### config.mk
export PLATFORM = sky130hd
export DESIGN_NAME = sat_counter
export DESIGN_NICKNAME = d
export VERILOG_FILES = /design/src/rtl/fifo_rd_stream_checker_pkg.sv /design/src/rtl/fifo_rd_stream_checker_sat_counter.sv
export SDC_FILE = /design/constraint.sdc
export NUM_CORES = 1
export LEC_CHECK = 0
export BUFFER_PORTS_ARGS = -buffer_cell sky130_fd_sc_hd__buf_4
export CORE_MARGIN = 10
export CORE_UTILIZATION = 50
export DETAILED_ROUTE_END_ITERATION = 6
export GPL_ROUTABILITY_DRIVEN = 0
export PLACE_DENSITY = 0.82
export RECOVER_POWER = 50
export SYNTH_ARGS = -nofsm -noshare
export SYNTH_HDL_FRONTEND = slang
export SYNTH_SLANG_ARGS = --single-unit
### constraint.sdc
create_clock -name clk -period 1.83 [get_ports clk]
set_input_delay 0.183 -clock clk [delete_from_list [all_inputs] [get_ports clk]]
set_output_delay 0.183 -clock clk [all_outputs]
set_load 0.005 [all_outputs]
### src/rtl/fifo_rd_stream_checker_pkg.sv
// Shared types for the FIFO read-side stream checker: FSM encoding and saturating increment.
// Pure declarations; no logic of its own.
package fifo_rd_stream_checker_pkg;

    typedef enum logic [1:0] {
        ST_IDLE    = 2'd0,
        ST_SEED    = 2'd1,
        ST_ACQUIRE = 2'd2,
        ST_LOCKED  = 2'd3
    } state_e;

    // Counters up to 32 bits share this; callers narrow the result back to their width.
    function automatic logic [31:0] sat_inc(input logic [31:0] v, input logic [31:0] max_v);
        return (v >= max_v) ? v : v + 32'd1;
    endfunction

endpackage

### src/rtl/fifo_rd_stream_checker_sat_counter.sv
// Saturating up-counter with synchronous clear; clear beats increment.
// Latency: one edge; no backpressure, inc is taken every edge it is high.
module sat_counter
    import fifo_rd_stream_checker_pkg::*;
#(
    parameter int W = 16
) (
    input  logic         clk,
    input  logic         reset_n,
    input  logic         clr,
    input  logic         inc,
    output logic [W-1:0] count
);
    localparam logic [31:0] MAX_V = 32'((64'd1 << W) - 64'd1);

    always_ff @(posedge clk) begin
        if (!reset_n) begin
            count <= '0;
        end else if (clr) begin
            count <= '0;
        end else if (inc) begin
            count <= W'(sat_inc(32'(count), MAX_V));
        end
    end
endmodule

; Yosys cells after proc, flatten, opt, wreduce, memory -nomap -nowiden
; Cells that the tools add are included.
[totals]
out_inout_bits = 16
wordCells = 7
input_bits = 4
reg_bits = 16
[op_classes]
reduce_logical = 2
n_addsub = 1
order_cmp = 1
bitwise = 2
[ops]
columns = operator, count
row1 = "16-bit by 1-bit adder with 16-bit output, second input constant", 1
row2 = "16-bit greater-or-equal comparator, second input constant", 1
row3 = 1-bit inverter, 2
row4 = 2-bit AND reduction, 1
row5 = 2-bit OR reduction, 1

; Longest topological paths before layout
[logic_depth]
depth_word = 3
depth_mapped = 6
mapped_depth_nobuf = 5

; Least setup slack after synthesis
; No wires, ideal clock.
[synth_timing]
path_type = register to register
startpoint = reg count[0]
endpoint = reg count[14]
synth_period_minus_slack_ns = 1.689
required_time_ns = 1.760
slack_ns = 0.141
setup_time_ns = 0.070
n_path_buf = 0
arrival_ns = 1.619
path_stages_with_launch = 6
cell_sequence = dfxtp_1 ha_1 nand4_2 or3_4 or3_1 a21oi_1
[synth_via]
elab_chain_len = 3
elab_cells_between_ends = 4
classes_between = add/sub (1) / order compare (1) / bitwise (1) / reduce/logical (1)
[synth_rtl]
columns = element, line
row1 = "start, declared", fifo_rd_stream_checker_sat_counter.sv:12  ; output logic [W-1:0] count
row2 = "start signal, assigned", fifo_rd_stream_checker_sat_counter.sv:22  ; count <= W'(sat_inc(32'(count), MAX_V));
row3 = 16-bit greater-or-equal comparator, fifo_rd_stream_checker_pkg.sv:14  ; return (v >= max_v) ? v : v + 32'd1;
row4 = 1-bit inverter (no source line), n/a
row5 = 2-bit AND reduction (no source line), n/a
; Several ways; a longest one is shown, not always the timed one.
; A chain may end at the register's enable or synchronous reset.

; Worst setup path after layout
; Ends and elaborated chain as after synthesis.

==> results.toml <==
[detailed_routing]
routed_wirelength_mm = 2.158
vias_per_cell = 6.431
detailroute.via_count = 881
antenna_violating_nets_post_route = 0
drt_iter0_drc = 29
drc = 0
drt-wirelength-per-cell_um = 15.75
drtPass1Iterations = 4

[run]
max_capacitance_violation_count = 0

[timing]
setup_ws_ps = 87.91
finalSetupViolations = 0
worst_case_headroom_to_the_max_slew_limit_pct = 60.99
timing.final.crit_period_ps = 1742
max_freq_ghz = 0.5740
hold_violations = 0
final.setup_skew_ps = 6.358
fin_crit_sh_pct = 95.20
final_max_slew_viol_count = 0
timing_worst_slew_pin_value_ps = 585.1

[yosys]
synth_warnings = 0
post_synth_mux_area_share_pct = 3.636
synthDominantAreaCellType = "dfxtp_1"
synthesis_stage_register_bit_count = 16
yosysSeqAreaShare_pct = 38.79
synth-edff-count = 0
postSynthNetCount = 99
largest_family_of_logic_cells_by_synthesized_area = "simple AND/OR/NAND/NOR gates"
synth_area_in_simple_gates_pct = 37.12
yosys-top-cells-area = "dfxtp_1 (39%), a21oi_1 (5.5%), nand4_2 (4.5%)"
compound_cell_area_share_of_the_yosys_netlist_pct = 16.97
yosys.area_share.adder_pct = 1.515
synthesis.instances = 94
netlist-cell-type-count = 31
area_of_the_mapped_netlist_sq_um = 825.8
synth-main-ff-cell = "dfxtp_1"
avgSynthCellArea_sq_um = 8.785
synth_top_area_share_pct = 38.79
synth_async_sr_flop_share_pct = 0
synth_xor_area_share_pct = 0

[die]
rows = 14
die_y_um = 60.64
initial_core_util_pct = 53.57
die_area_sq_mm = 0.003677
io-pin-count = 20
chipWidth_um = 60.64
fp.coreArea_sq_mm = 0.001541

[worst_setup_path]
crit_type = "flip-flop to flip-flop"
cpPeakStageDelay_ps = 410
setup.worst_path.end_class = "flip-flop"
reg2reg_to = "count[14]"
critical_path.n_buffers_inverters = 0
cell_type_group_with_the_largest_total_delay_on_the_critical_path = "simple AND/OR/NAND/NOR gates"
timing.critical_path.from_type = "flip-flop"
critPathSlowestCell = "or3_4"
critical_path_required_ps = 2040
worstReg2RegStart = "count[0]"
critical_path_peak_fanout = 5
setup.reg_to_reg.worst_slack_ps = 90
worst-endpoint-arrival_ps = 1950
reg2reg_depth = 5
crit_path_cell_trace = "ha_1 > nand4_4 > or3_4 > or3_1 > a21oi_1"

[clock_tree]
path_clk_slew_ps = 100
clock_tree.buffer_depth = 2
cts-buffers-inserted = 3
clk-insertion-delay-late_ps = 290
cts_hold_repair.buffers = 0
clock_tree.root_cell = "clkbuf_4"
cts_htree_levels = 1
cts.sink_count = 16
tritoncts = "built"
cts_post_setup_buffers_inserted = 0

[placement]
dp.cells = 133
port_buffers = 19
dp.final_hpwl_mm = 1.576
dpl_worst_slack_ps = 94.53

[power]
power.ir.vdd_worst_uv = 467.7
cellPowerDensity_mw_per_mm2 = 573.9
p_leak_nw = 0.3996

[global_route]
globalRoute.totalOverflow = 0
first_pass_grt_wire_length_mm = 3.829
grt_antenna_before_repair = 0
grt_util_all_layers_pct = 13.03
largest_net_degree_at_the_start_of_global_routing = 16
first_global_vias = 888

[cells_and_area]
number_of_antenna_diodes = 0
most-common-layout-cells = "dfxtp_1 (16), clkbuf_4 (15), buf_4 (10), a21oi_1 (9), nand2_1 (8)"
nets = 127
regMostFlops = "count"
final_common_cell = "dfxtp_1"
final_cell_count_no_fill = 137
biggestRegsByFlops = "count: 16 flops"
largest_reg_flops = 16
areaGrowthSynthToFinish_pct = 28.79
proportion_of_layout_cells_with_a_drive_suffix_above_1_pct = 28.10

[worst_hold_path]
min_to = "count[1]"
holdPathStages = 4
holdCritPathClass = "primary input to flip-flop"
min-delay-start = "clr"

[run_status]
outcome = "completed"
cell usage after synthesis (2+ instances only):
library cell,instances
and4_1,3
nor3_1,4
or3_1,3
or4_1,4
nand2_1,8
inv_1,2
o21ai_0,3
nand4_2,3
a311oi_1,2
dfxtp_1,16
o31ai_1,5
nand3_1,3
mux2i_1,3
nor2_1,7
nand4_1,3
and3b_1,2
a21oi_1,9
cells by family after synthesis:
group,after synthesis
compound gates,22
fa+ha+maj,1
flops,16
mux,3
simple gates,48
buf+inv,4
final cells by class:
| cell class | instances | area (sq um) |
|---|---|---|
| Clock buffer | 4 | 36.28 |
| Fill cell | 145 | 478.0 |
| Sequential cell | 16 | 320.3 |
| Multi-Input combinational cell | 74 | 503.0 |
| Tap cell | 16 | 20.02 |
| Inverter | 2 | 7.507 |
| Timing Repair Buffer | 25 | 176.4 |
tightest hold or removal path: cells and delay by family:
kind / cells / cell delay (ps)
buffers and inverters: 1 / 80
muxes: 1 / 60
and+or+nand+nor: 2 / 120
worst max-delay path by stage:
| stage | from | endpoint | slack, ps | cells after the start |
|---|---|---|---|---|
| 2_1_floorplan | count[0] | count[14] | 140 | 5 |
| 3_3_place_gp | count[0] | count[14] | 180 | 5 |
| 3_5_place_dp | count[0] | count[14] | 90 | 5 |
| 4_1_cts | count[0] | count[14] | 70 | 5 |
| 5_1_grt | count[0] | count[13] | -2 | 6 |
| 6_report | count[0] | count[14] | 90 | 5 |
repair_timing:
item	CTS	global route
setup endpoints to repair	0	3
resized for setup	0	2
endpoints found under the hold margin	0	0
routing by layer:
metal / vias up / wire [um] / track usage [%]
li1: 427 / - / -
met1: 414 / 874 / 15.14
met2: 33 / 1082 / 20.96
met3: 7 / 160 / 4.593
met4: 0 / 40 / 5.956
met5: - / 0 / 0
report_power, final:
group | switching, mW | leakage, nW | internal, mW | total (mW)
Sequential | 0.00160 | 0.129 | 0.349 | 0.351
Clock | 0.116 | 0.0210 | 0.121 | 0.237
Combinational | 0.0133 | 0.250 | 0.00943 | 0.0227
metrics by stage:
step | utilization, % | power (mW) | area (sq um) | TNS (ps) | hold WS, ps
floorplan | - | 0.3702 | 825.8 | 0 | 379.1
global placement | 66.48 | 0.3815 | 1025 | 0 | 478.5
detailed placement | 66.48 | 0.3820 | 1025 | 0 | 498.9
CTS | 68.83 | 0.6100 | 1061 | 0 | 202.8
global route | 68.99 | 0.6302 | 1064 | -3.826 | 228.5
finish | 68.99 | 0.6104 | 1064 | 0 | 194.2
Note: power is estimated with default switching activity, not from simulation.
